===== src/rtl/arm.sv =====
// Servo-bus "move" command transmitter: builds a 10-byte frame from a servo ID
// and a one-bit position command, then shifts it out 8N1 at a latched baud rate.
module arm #(
    parameter int DATA_WIDTH = 80,
    parameter bit MSB_FIRST  = 1'b1
) (
    input  logic       Clk,
    input  logic       Rst_n,
    input  logic [7:0] in_id,
    input  logic       in_cmd,
    input  logic [2:0] Baud_Set_in,
    output logic       uart_tx,
    output logic       Tx_Done,
    output logic       uart_state
);

    localparam int NUM_BYTES = DATA_WIDTH / 8;

    typedef enum logic {
        IDLE,
        SEND
    } state_t;

    state_t                  state_reg;
    logic [12:0]             baud_div_reg;
    logic [12:0]             baud_cnt_reg;
    logic [3:0]              bit_cnt_reg;
    logic [3:0]              byte_cnt_reg;
    logic [DATA_WIDTH-1:0]   frame_reg;

    logic [DATA_WIDTH-1:0]   frame_next;
    logic [12:0]             baud_div_next;
    logic [7:0]              pos_lo;
    logic [7:0]              pos_hi;
    logic [7:0]              checksum;
    logic [7:0]              cur_byte;
    logic                    start_req;
    logic                    bit_end;
    logic [7:0]              frame_bytes [NUM_BYTES];

    // Frame assembly from the live request inputs; only captured on an accepted request.
    always_comb begin
        pos_lo     = in_cmd ? 8'hE8 : 8'h00;
        pos_hi     = in_cmd ? 8'h03 : 8'h00;
        checksum   = ~(in_id + 8'h07 + 8'h01 + pos_lo + pos_hi + 8'hF4 + 8'h01);
        frame_next = {8'h55, 8'h55, in_id, 8'h07, 8'h01,
                      pos_lo, pos_hi, 8'hF4, 8'h01, checksum};
    end

    always_comb begin
        case (Baud_Set_in)
            3'd0:    baud_div_next = 13'd5208;
            3'd1:    baud_div_next = 13'd2604;
            3'd2:    baud_div_next = 13'd1302;
            3'd3:    baud_div_next = 13'd868;
            default: baud_div_next = 13'd434;
        endcase
    end

    // frame_bytes[i] is the i-th byte to go out on the line.
    generate
        for (genvar gi = 0; gi < NUM_BYTES; gi++) begin : g_bytes
            if (MSB_FIRST) begin : g_msb
                assign frame_bytes[gi] = frame_reg[DATA_WIDTH-1-8*gi -: 8];
            end else begin : g_lsb
                assign frame_bytes[gi] = frame_reg[8*gi +: 8];
            end
        end
    endgenerate

    always_comb begin
        cur_byte  = frame_bytes[byte_cnt_reg];
        // The Tx_Done cycle is still treated as busy for new requests.
        start_req = (state_reg == IDLE) && !Tx_Done && (in_id != 8'd0);
        bit_end   = (baud_cnt_reg == baud_div_reg - 13'd1);
    end

    always_ff @(posedge Clk) begin
        if (!Rst_n) begin
            state_reg    <= IDLE;
            baud_div_reg <= 13'd434;
            baud_cnt_reg <= '0;
            bit_cnt_reg  <= '0;
            byte_cnt_reg <= '0;
            frame_reg    <= '0;
            uart_tx      <= 1'b1;
            Tx_Done      <= 1'b0;
            uart_state   <= 1'b0;
        end else begin
            Tx_Done <= 1'b0;
            case (state_reg)
                IDLE: begin
                    if (start_req) begin
                        frame_reg    <= frame_next;
                        baud_div_reg <= baud_div_next;
                        baud_cnt_reg <= '0;
                        bit_cnt_reg  <= '0;
                        byte_cnt_reg <= '0;
                        uart_tx      <= 1'b0;
                        uart_state   <= 1'b1;
                        state_reg    <= SEND;
                    end
                end
                SEND: begin
                    if (!bit_end) begin
                        baud_cnt_reg <= baud_cnt_reg + 13'd1;
                    end else begin
                        baud_cnt_reg <= '0;
                        if (bit_cnt_reg == 4'd9) begin
                            if (byte_cnt_reg == 4'(NUM_BYTES - 1)) begin
                                uart_tx    <= 1'b1;
                                uart_state <= 1'b0;
                                Tx_Done    <= 1'b1;
                                state_reg  <= IDLE;
                            end else begin
                                byte_cnt_reg <= byte_cnt_reg + 4'd1;
                                bit_cnt_reg  <= '0;
                                uart_tx      <= 1'b0;
                            end
                        end else begin
                            // Next slot: data bits 0..7 after the start bit, then stop.
                            bit_cnt_reg <= bit_cnt_reg + 4'd1;
                            uart_tx     <= (bit_cnt_reg == 4'd8) ? 1'b1
                                                                 : cur_byte[bit_cnt_reg[2:0]];
                        end
                    end
                end
                default: state_reg <= IDLE;
            endcase
        end
    end

endmodule


===== config.mk =====
export PLATFORM = sky130hd
export DESIGN_NAME = arm
export DESIGN_NICKNAME = d
export VERILOG_FILES = /design/src/rtl/arm.sv
export SDC_FILE = /design/constraint.sdc
export NUM_CORES = 1
export LEC_CHECK = 0
export CAP_MARGIN = 5
export CORE_MARGIN = 2
export CORE_UTILIZATION = 25
export CTS_CLUSTER_DIAMETER = 40
export CTS_CLUSTER_SIZE = 20
export DETAILED_ROUTE_END_ITERATION = 10
export DONT_BUFFER_PORTS = 1
export PLACE_DENSITY = 0.48
export SETUP_SLACK_MARGIN = 0.5
export SLEW_MARGIN = 15
export SYNTH_ARGS = -nofsm -noshare
export SYNTH_HDL_FRONTEND = slang
export SYNTH_SLANG_ARGS = --single-unit

===== constraint.sdc =====
create_clock -name Clk -period 3.6 [get_ports Clk]
set_input_delay 1.08 -clock Clk [delete_from_list [all_inputs] [get_ports Clk]]
set_output_delay 1.08 -clock Clk [all_outputs]
set_load 0.01 [all_outputs]

==> key figures, run 1 <==
Synthesis
  – Post-synth EDFFs: 0
  – Avg Cell Area, Syn: between 7 and 8 um2
  – Synth Cell Area: 3433 um2
  – Main combinational cell family by area after synthesis: simple AND/OR/NAND/NOR gates
  – Asr flop ratio synth: 0
  – Multiplexer share of the synthesized area: 0.01458
  – Adder-cell share of the synthesized area: 0.07143
  – Synth Area in Simple Gates: 0.2668
  – Post-Syn Instances: 439
  – Synth Net Count: ~470
  – Dominant synthesized flop cell: dfxtp_1
  – Synth Area in Compound Gates: 0.2143
  – Count of cell types in the netlist: 61
  – Share of Yosys cell area claimed by the top area cell type: 0.3207
  – Fraction of synthesized cell area in xor and xnor cells: 0.05867
  – Top post-synthesis cells by area: dfxtp_1 32%, ha_1 6.6%, nand2_1 5.6%
  – Register area share after synthesis: 0.3207
  – Yosys warnings: 0
  – Biggest area consumer among synthesized cells: dfxtp_1
  – Yosys reg bits: 55

Placed design
  – Placer Congestion: just under 0.8
  – IO Port Bufs: 0
  – Placed Cells: 597
  – Hpwl dp: approximately 6400 um

Layout
  – Finished Core Util: 0.2818
  – Commonest non-fill, non-tap cells in the layout: 53 x dfxtp_1, 51 x nand2_1, 43 x nor2_1
  – Antenna Cells: 0
  – Synth-to-Final Area Change: 9.548%
  – Nets: approximately 460
  – Max reg flops: 18
  – Layout cells sized above 1: 0.05621
  – Cell Count, Final, Fillers Out: 603
  – Commonest non-fill, non-tap cell in the layout: dfxtp_1

Critical path
  – Crit Path Max Fanout: 12
  – Worst flop-to-flop path endpoint: bit_cnt_reg[3]$_SDFFE_PN0P_
  – Max stage delay cell, worst path: or4_4
  – CP Class: flip-flop to flip-flop
  – Critical Path RT: between 3 and 4 ns
  – Worst-path cell chain: inv_1 -> ha_1 -> o21ba_1 -> a221oi_1 -> a41oi_1 -> or4_4 -> o31a_2 -> or4_1 -> a21oi_1
  – RR Startpoint: baud_div_reg[1]$_SDFFE_PN1P_
  – R2R Setup Slk: a little over 0.7 ns
  – Worst setup EP type: flip-flop
  – Crit start category: flip-flop
  – R2R depth: 9
  – WP data arrival: 3.11 ns
  – Crit path largest cell delay: approximately 0.50 ns

Timing
  – Final hold vios: 0
  – Peak Freq: about 0.35 GHz
  – Tmin final: 2.884 ns
  – Setup TNS Final: 0 ns
  – Final Cycle Share: 0.8010
  – Max transition margin: 0.5167
  – Final setup fails: 0
  – Worst hold slack: 0.4592 ns
  – Final Skew: 0.005337 ns
  – RSZ-0062 raised after global routing: no
  – Worst Max-Slew Pin Slew: between 0.7 and 0.8 ns
  – Slew Limit Fails: 0

Pwr
  – IR Drop Worst-Case VDD: about 0.16 mV
  – Leak pwr: roughly 1.4 nW
  – Tot Pwr: between 1 and 1.5 mW
  – PwrDens: about 350 nW/um2

Detailed routing
  – Drt wl/cell: between 10 and 15 um
  – DRT antenna net count: 0
  – # DRC: 0
  – First DRT Iteration DRCs: ~210
  – Drt pass-1 iters: 4
  – Via-to-Cell Ratio: approximately 5.1
  – Vias: a little over 3000
  – DRT Wirelength: 8690 um

Run
  – MaxCap Viol Count: 0

Clocking
  – Setup Buffers After CTS: 0
  – CTS tree: done
  – Max Root-Sink Buffers: 2
  – Sink Count: 55
  – H-tree levels: 2
  – Post-CTS Resized: 0
  – CTS Hold Buffers Added: 0
  – Skew-Pair Late Insertion Delay: roughly 0.3 ns
  – Clk root buf: clkbuf_16
  – CTS Buf Count: 5
  – Clock Pin Slew Worst Setup and Hold Paths: about 0.070 ns

Hold path
  – Hold path endpoint: frame_bytes[57]$_SDFFE_PN0P_
  – Worst Min Path Start: frame_bytes[57]$_SDFFE_PN0P_
  – Hold Crit Class: flip-flop to flip-flop
  – Hold path depth: 2

Floorplan
  – Row cnt: 42
  – Core box area: ~13000 um2
  – Starting Density: 0.2572
  – # IOs: 17
  – Area of the die: roughly 15000 um2
  – Die H: between 100 and 150 um
  – Die width: around 120 um

Global routing
  – Grt ovf: 0
  – Vias in the first global route: a little under 3000
  – Global-route wire length before repair: 14890 um
  – Gr usage total: 0.1260
  – Initial antenna violation count: 0
  – Pin count of the biggest net entering global routing: 33

Run status
  – Outcome: complete, no violations
area by class of cell:
class,count,area (um2)
Clock buffer,6,128.9
Tap cell,176,220.2
Multi-Input combinational cell,336,2181
Timing Repair Buffer,4,30.03
Fill cell,1471,9587
Sequential cell,55,1104
Inverter,26,97.59
layer usage:
metal / track usage / part of all wire / vias up / routed length [um]
met5: 0 / 0 / - / 0
met1: 0.1708 / 0.47 / 1459 / 4123
li1: - / - / 1554 / -
met3: 0.02585 / 0.049 / 6 / 424
met4: 0.03879 / 0.013 / 0 / 112
met2: 0.2008 / 0.46 / 59 / 4030
worst max-delay path by stage:
stage	end	cells past startpoint	startpoint
3_5_place_dp	frame_bytes[7]$_SDFFE_PN0P_	13	in_cmd
3_3_place_gp	frame_bytes[7]$_SDFFE_PN0P_	13	in_cmd
6_report	bit_cnt_reg[3]$_SDFFE_PN0P_	9	baud_div_reg[1]$_SDFFE_PN1P_
4_1_cts	baud_cnt_reg[6]$_SDFFE_PN0N_	9	baud_div_reg[1]$_SDFFE_PN1P_
2_1_floorplan	frame_bytes[7]$_SDFFE_PN0P_	13	in_cmd
5_1_grt	bit_cnt_reg[3]$_SDFFE_PN0P_	9	baud_div_reg[1]$_SDFFE_PN1P_
synthesized netlist by cell type (all sizes together) (4+ instances only):
cell type   n
a211o       6
a211oi     10
a21o        5
a21oi      33
a31oi       7
and3        6
clkbuf     19
dfxtp      55
ha         18
inv        26
mux2i       5
nand2      51
nand3      19
nand4       5
nor2       43
nor2b       5
nor3       13
nor4        8
o21ai      20
o31ai       4
or3         6
xnor2      16
xor2        7
logic make-up (layout without fill, tap and decap cells):
family / Yosys count / count (layout)
DFF: 55 / 55
AOI/OAI and AO/OA: 111 / 111
and+or+nand+nor: 178 / 178
xor gates and xnor gates: 23 / 23
adders and majority gates: 19 / 19
muxes: 5 / 5
buffers and inverters: 48 / 36
report_power, final:
part / internal (mW) / switching (mW) / total [mW]
combinational: 0.0808 / 0.105 / 0.186
clock: 0.251 / 0.221 / 0.473
sequential: 0.638 / 0.0359 / 0.674
stage by stage:
step,worst slack (ns),area [um2]
after detailed placement,0.5466,3610
after global placement,0.5736,3610
after CTS,0.5490,3739
final,0.7162,3761
after floorplan,0.7876,3433
after global routing,0.5117,3761
worst max-delay path: cells and delay by family, from the launching register on:
family | cells | cell delay, ns
AO/OA/AOI/OAI | 5 | 1.09
flip-flops | 1 | 0.41
buffers and inverters | 1 | 0.06
adder cells (fa/ha/maj) | 1 | 0.26
AND/OR/NAND/NOR | 2 | 0.99
Power figures use the tool's default switching activity.
==> run 2: changes to the inputs <==
clock period = 2.7 ns   (was 3.6 ns; I/O delays follow)
==> run 2 against run 1 <==
  * Clock power increased by 63%
  * First-iteration DRC count decreased by 21%
  * Non-clock buffer count increased by 29
  * Global-route usage increased by 0.39 points
  * Largest power group unchanged
==> key figures, run 2 (synthesis gave the netlist of run 1 again) <==
Hold path
  – Hold path depth: 2 (unchanged)
  – Hold path endpoint: frame_bytes[60]$_SDFFE_PN0P_ (was frame_bytes[57]$_SDFFE_PN0P_)
  – Hold Crit Class: flip-flop to flip-flop (unchanged)
  – Worst Min Path Start: frame_bytes[60]$_SDFFE_PN0P_ (was frame_bytes[57]$_SDFFE_PN0P_)

Detailed routing
  – Drt pass-1 iters: 4 (unchanged)
  – Drt wl/cell: 14.27 um (was 14.41 um)
  – DRT antenna net count: 0 (unchanged)
  – DRT Wirelength: 9045 um (was 8690 um)
  – Via-to-Cell Ratio: 5.017 (was 5.104)
  – # DRC: 0 (unchanged)
  – Vias: 3181 (was 3078)
  – First DRT Iteration DRCs: 168 (was 214)

Layout
  – Commonest non-fill, non-tap cell in the layout: dfxtp_1 (unchanged)
  – Antenna Cells: 0 (unchanged)
  – Finished Core Util: 0.3106 (was 0.2818)
  – Commonest non-fill, non-tap cells in the layout: 52 x dfxtp_1, 51 x nand2_1, 43 x nor2_1 (was 53 x dfxtp_1, 51 x nand2_1, 43 x nor2_1)
  – Layout cells sized above 1: 0.1638 (was 0.05621)
  – Cell Count, Final, Fillers Out: 634 (was 603)
  – Nets: 490 (was 461)
  – Synth-to-Final Area Change: 20.77% (was 9.548%)
  – Max reg flops: 18 (unchanged)

Timing
  – Final hold vios: 0 (unchanged)
  – Final Skew: 0.006123 ns (was 0.005337 ns)
  – Final setup fails: 0 (unchanged)
  – Final Worst Setup Slack: 0.2654 ns (was 0.7162 ns)
  – Peak Freq: 0.4107 GHz (was 0.3468 GHz)
  – Max transition margin: 0.5872 (was 0.5167)
  – Final Cycle Share: 0.9017 (was 0.8010)
  – Worst hold slack: 0.4538 ns (was 0.4592 ns)
  – Worst Max-Slew Pin Slew: 0.6183 ns (was 0.7183 ns)
  – Tmin final: 2.435 ns (was 2.884 ns)
  – Setup TNS Final: 0 ns (unchanged)
  – Slew Limit Fails: 0 (unchanged)
  – RSZ-0062 raised after global routing: yes (was no)

Clocking
  – Sink Count: 55 (unchanged)
  – Skew-Pair Late Insertion Delay: 0.30 ns (about the same)
  – CTS tree: done (unchanged)
  – Clk root buf: clkbuf_16 (unchanged)
  – CTS Buf Count: 5 (unchanged)
  – Max Root-Sink Buffers: 2 (unchanged)
  – CTS Hold Buffers Added: 0 (unchanged)
  – Clock Pin Slew Worst Setup and Hold Paths: 0.07 ns (about the same)
  – H-tree levels: 2 (unchanged)

Critical path
  – Crit Path Max Fanout: 6 (was 12)
  – Worst setup EP type: flip-flop (unchanged)
  – RR Startpoint: baud_div_reg[1]$_SDFFE_PN1P_ (unchanged)
  – WP data arrival: 2.65 ns (was 3.11 ns)
  – R2R Setup Slk: 0.27 ns (was 0.72 ns)
  – R2R depth: 11 (was 9)
  – Crit start category: flip-flop (unchanged)
  – Critical Path RT: 2.92 ns (was 3.83 ns)
  – Worst flop-to-flop path endpoint: baud_cnt_reg[8]$_SDFFE_PN0N_ (was bit_cnt_reg[3]$_SDFFE_PN0P_)
  – CP Class: flip-flop to flip-flop (unchanged)

Placed design
  – Hpwl dp: 6674 um (was 6426 um)
  – IO Port Bufs: 0 (unchanged)
  – Worst slack, placed: 0.03887 ns (was 0.5466 ns)
  – Placer Congestion: 0.7529 (was 0.7886)
  – Placed Cells: 611 (was 597)

Floorplan
  – # IOs: 17 (unchanged)
  – Starting Density: 0.2572 (unchanged)
  – Area of the die: 14690 um2 (unchanged)
  – Die H: 121.2 um (unchanged)
  – Row cnt: 42 (unchanged)
  – Die width: 121.2 um (unchanged)
  – Core box area: 13350 um2 (unchanged)

Global routing
  – Pin count of the biggest net entering global routing: 26 (was 33)
  – Vias in the first global route: 3074 (was 2932)
  – Grt ovf: 0 (unchanged)
  – Gr usage total: 0.1299 (was 0.1260)
  – Initial antenna violation count: 0 (unchanged)
  – Global-route wire length before repair: 15290 um (was 14890 um)

Pwr
  – IR Drop Worst-Case VDD: 0.2174 mV (was 0.1574 mV)
  – PwrDens: 474.4 nW/um2 (was 354.4 nW/um2)
  – Leak pwr: 1.545 nW (was 1.372 nW)

Run
  – MaxCap Viol Count: 0 (unchanged)

Run status
  – Outcome: complete, no violations (unchanged)
[run 2: cell count changes in the layout (fill, tap and decap cells not counted), moves of 3 or more]
cell | previous run | this run
buf_4 | 4 | 30
inv_1 | 26 | 19
inv_2 | 0 | 6
o21ai_0 | 20 | 15
o21ai_1 | 0 | 5
ha_1 | 18 | 14
ha_4 | 0 | 4
a21oi_1 | 33 | 30
a21oi_2 | 0 | 3
buf_6 | 0 | 3
[run 2: where the power goes]
part           internal (mW)  switching [mW]  leakage [nW]
registers              0.851          0.0454         0.451
clock network          0.462           0.307        0.0868
logic                  0.143           0.159          1.01
[run 2: area by class of cell]
type,count,area (um2)
multi-input combinational,336,2286
tap,176,220.2
fill,1464,9201
sequential,55,1107
inverter,26,100.1
clock buffer,6,138.9
timing repair buffer,33,259.0
clock inverter,2,35.03
[run 2: stage by stage]
step | cell area [um2] | power (mW)
CTS | 4101 | 1.983
detailed placement | 3799 | 1.194
floorplan | 3527 | 1.123
global placement | 3799 | 1.192
global route | 4146 | 2.068
finish | 4146 | 1.967
[run 2: worst max path at each step]
stage                                  from                            to  slack [ns]  depth (start not counted)
6_report       baud_div_reg[1]$_SDFFE_PN1P_  baud_cnt_reg[8]$_SDFFE_PN0N_        0.27                         11
5_1_grt        baud_div_reg[1]$_SDFFE_PN1P_   bit_cnt_reg[3]$_SDFFE_PN0P_        0.11                          9
4_1_cts        baud_div_reg[1]$_SDFFE_PN1P_   bit_cnt_reg[3]$_SDFFE_PN0P_        0.26                          9
3_5_place_dp   baud_div_reg[1]$_SDFFE_PN1P_   bit_cnt_reg[3]$_SDFFE_PN0P_        0.04                          9
3_3_place_gp   baud_div_reg[1]$_SDFFE_PN1P_   bit_cnt_reg[3]$_SDFFE_PN0P_         0.1                          9
2_1_floorplan  baud_div_reg[1]$_SDFFE_PN1P_   bit_cnt_reg[3]$_SDFFE_PN0P_        0.23                          9
[run 2: routing by layer]
| layer | share of wire | GRT usage |
|---|---|---|
| met5 | 0 | 0 |
| met4 | 0.014 | 0.04095 |
| met3 | 0.039 | 0.02397 |
| met2 | 0.45 | 0.2054 |
| met1 | 0.50 | 0.1788 |
[run 2: critical path, stage by stage, from the launching register on]
cell and delay (ns):
dfxtp_4 0.35, inv_2 0.04, ha_4 0.16, nor4b_2 0.16
buf_4 0.16, and3_4 0.16, a211o_1 0.33, a31oi_4 0.31
o31a_1 0.26, buf_4 0.17, nand3_1 0.08, a31oi_1 0.18
[run 2: timing repair]
action	in CTS	in global routing
setup buffers	11	4
endpoints found under the setup margin	26	27
pin swaps	10	5
gates resized for setup	9	8
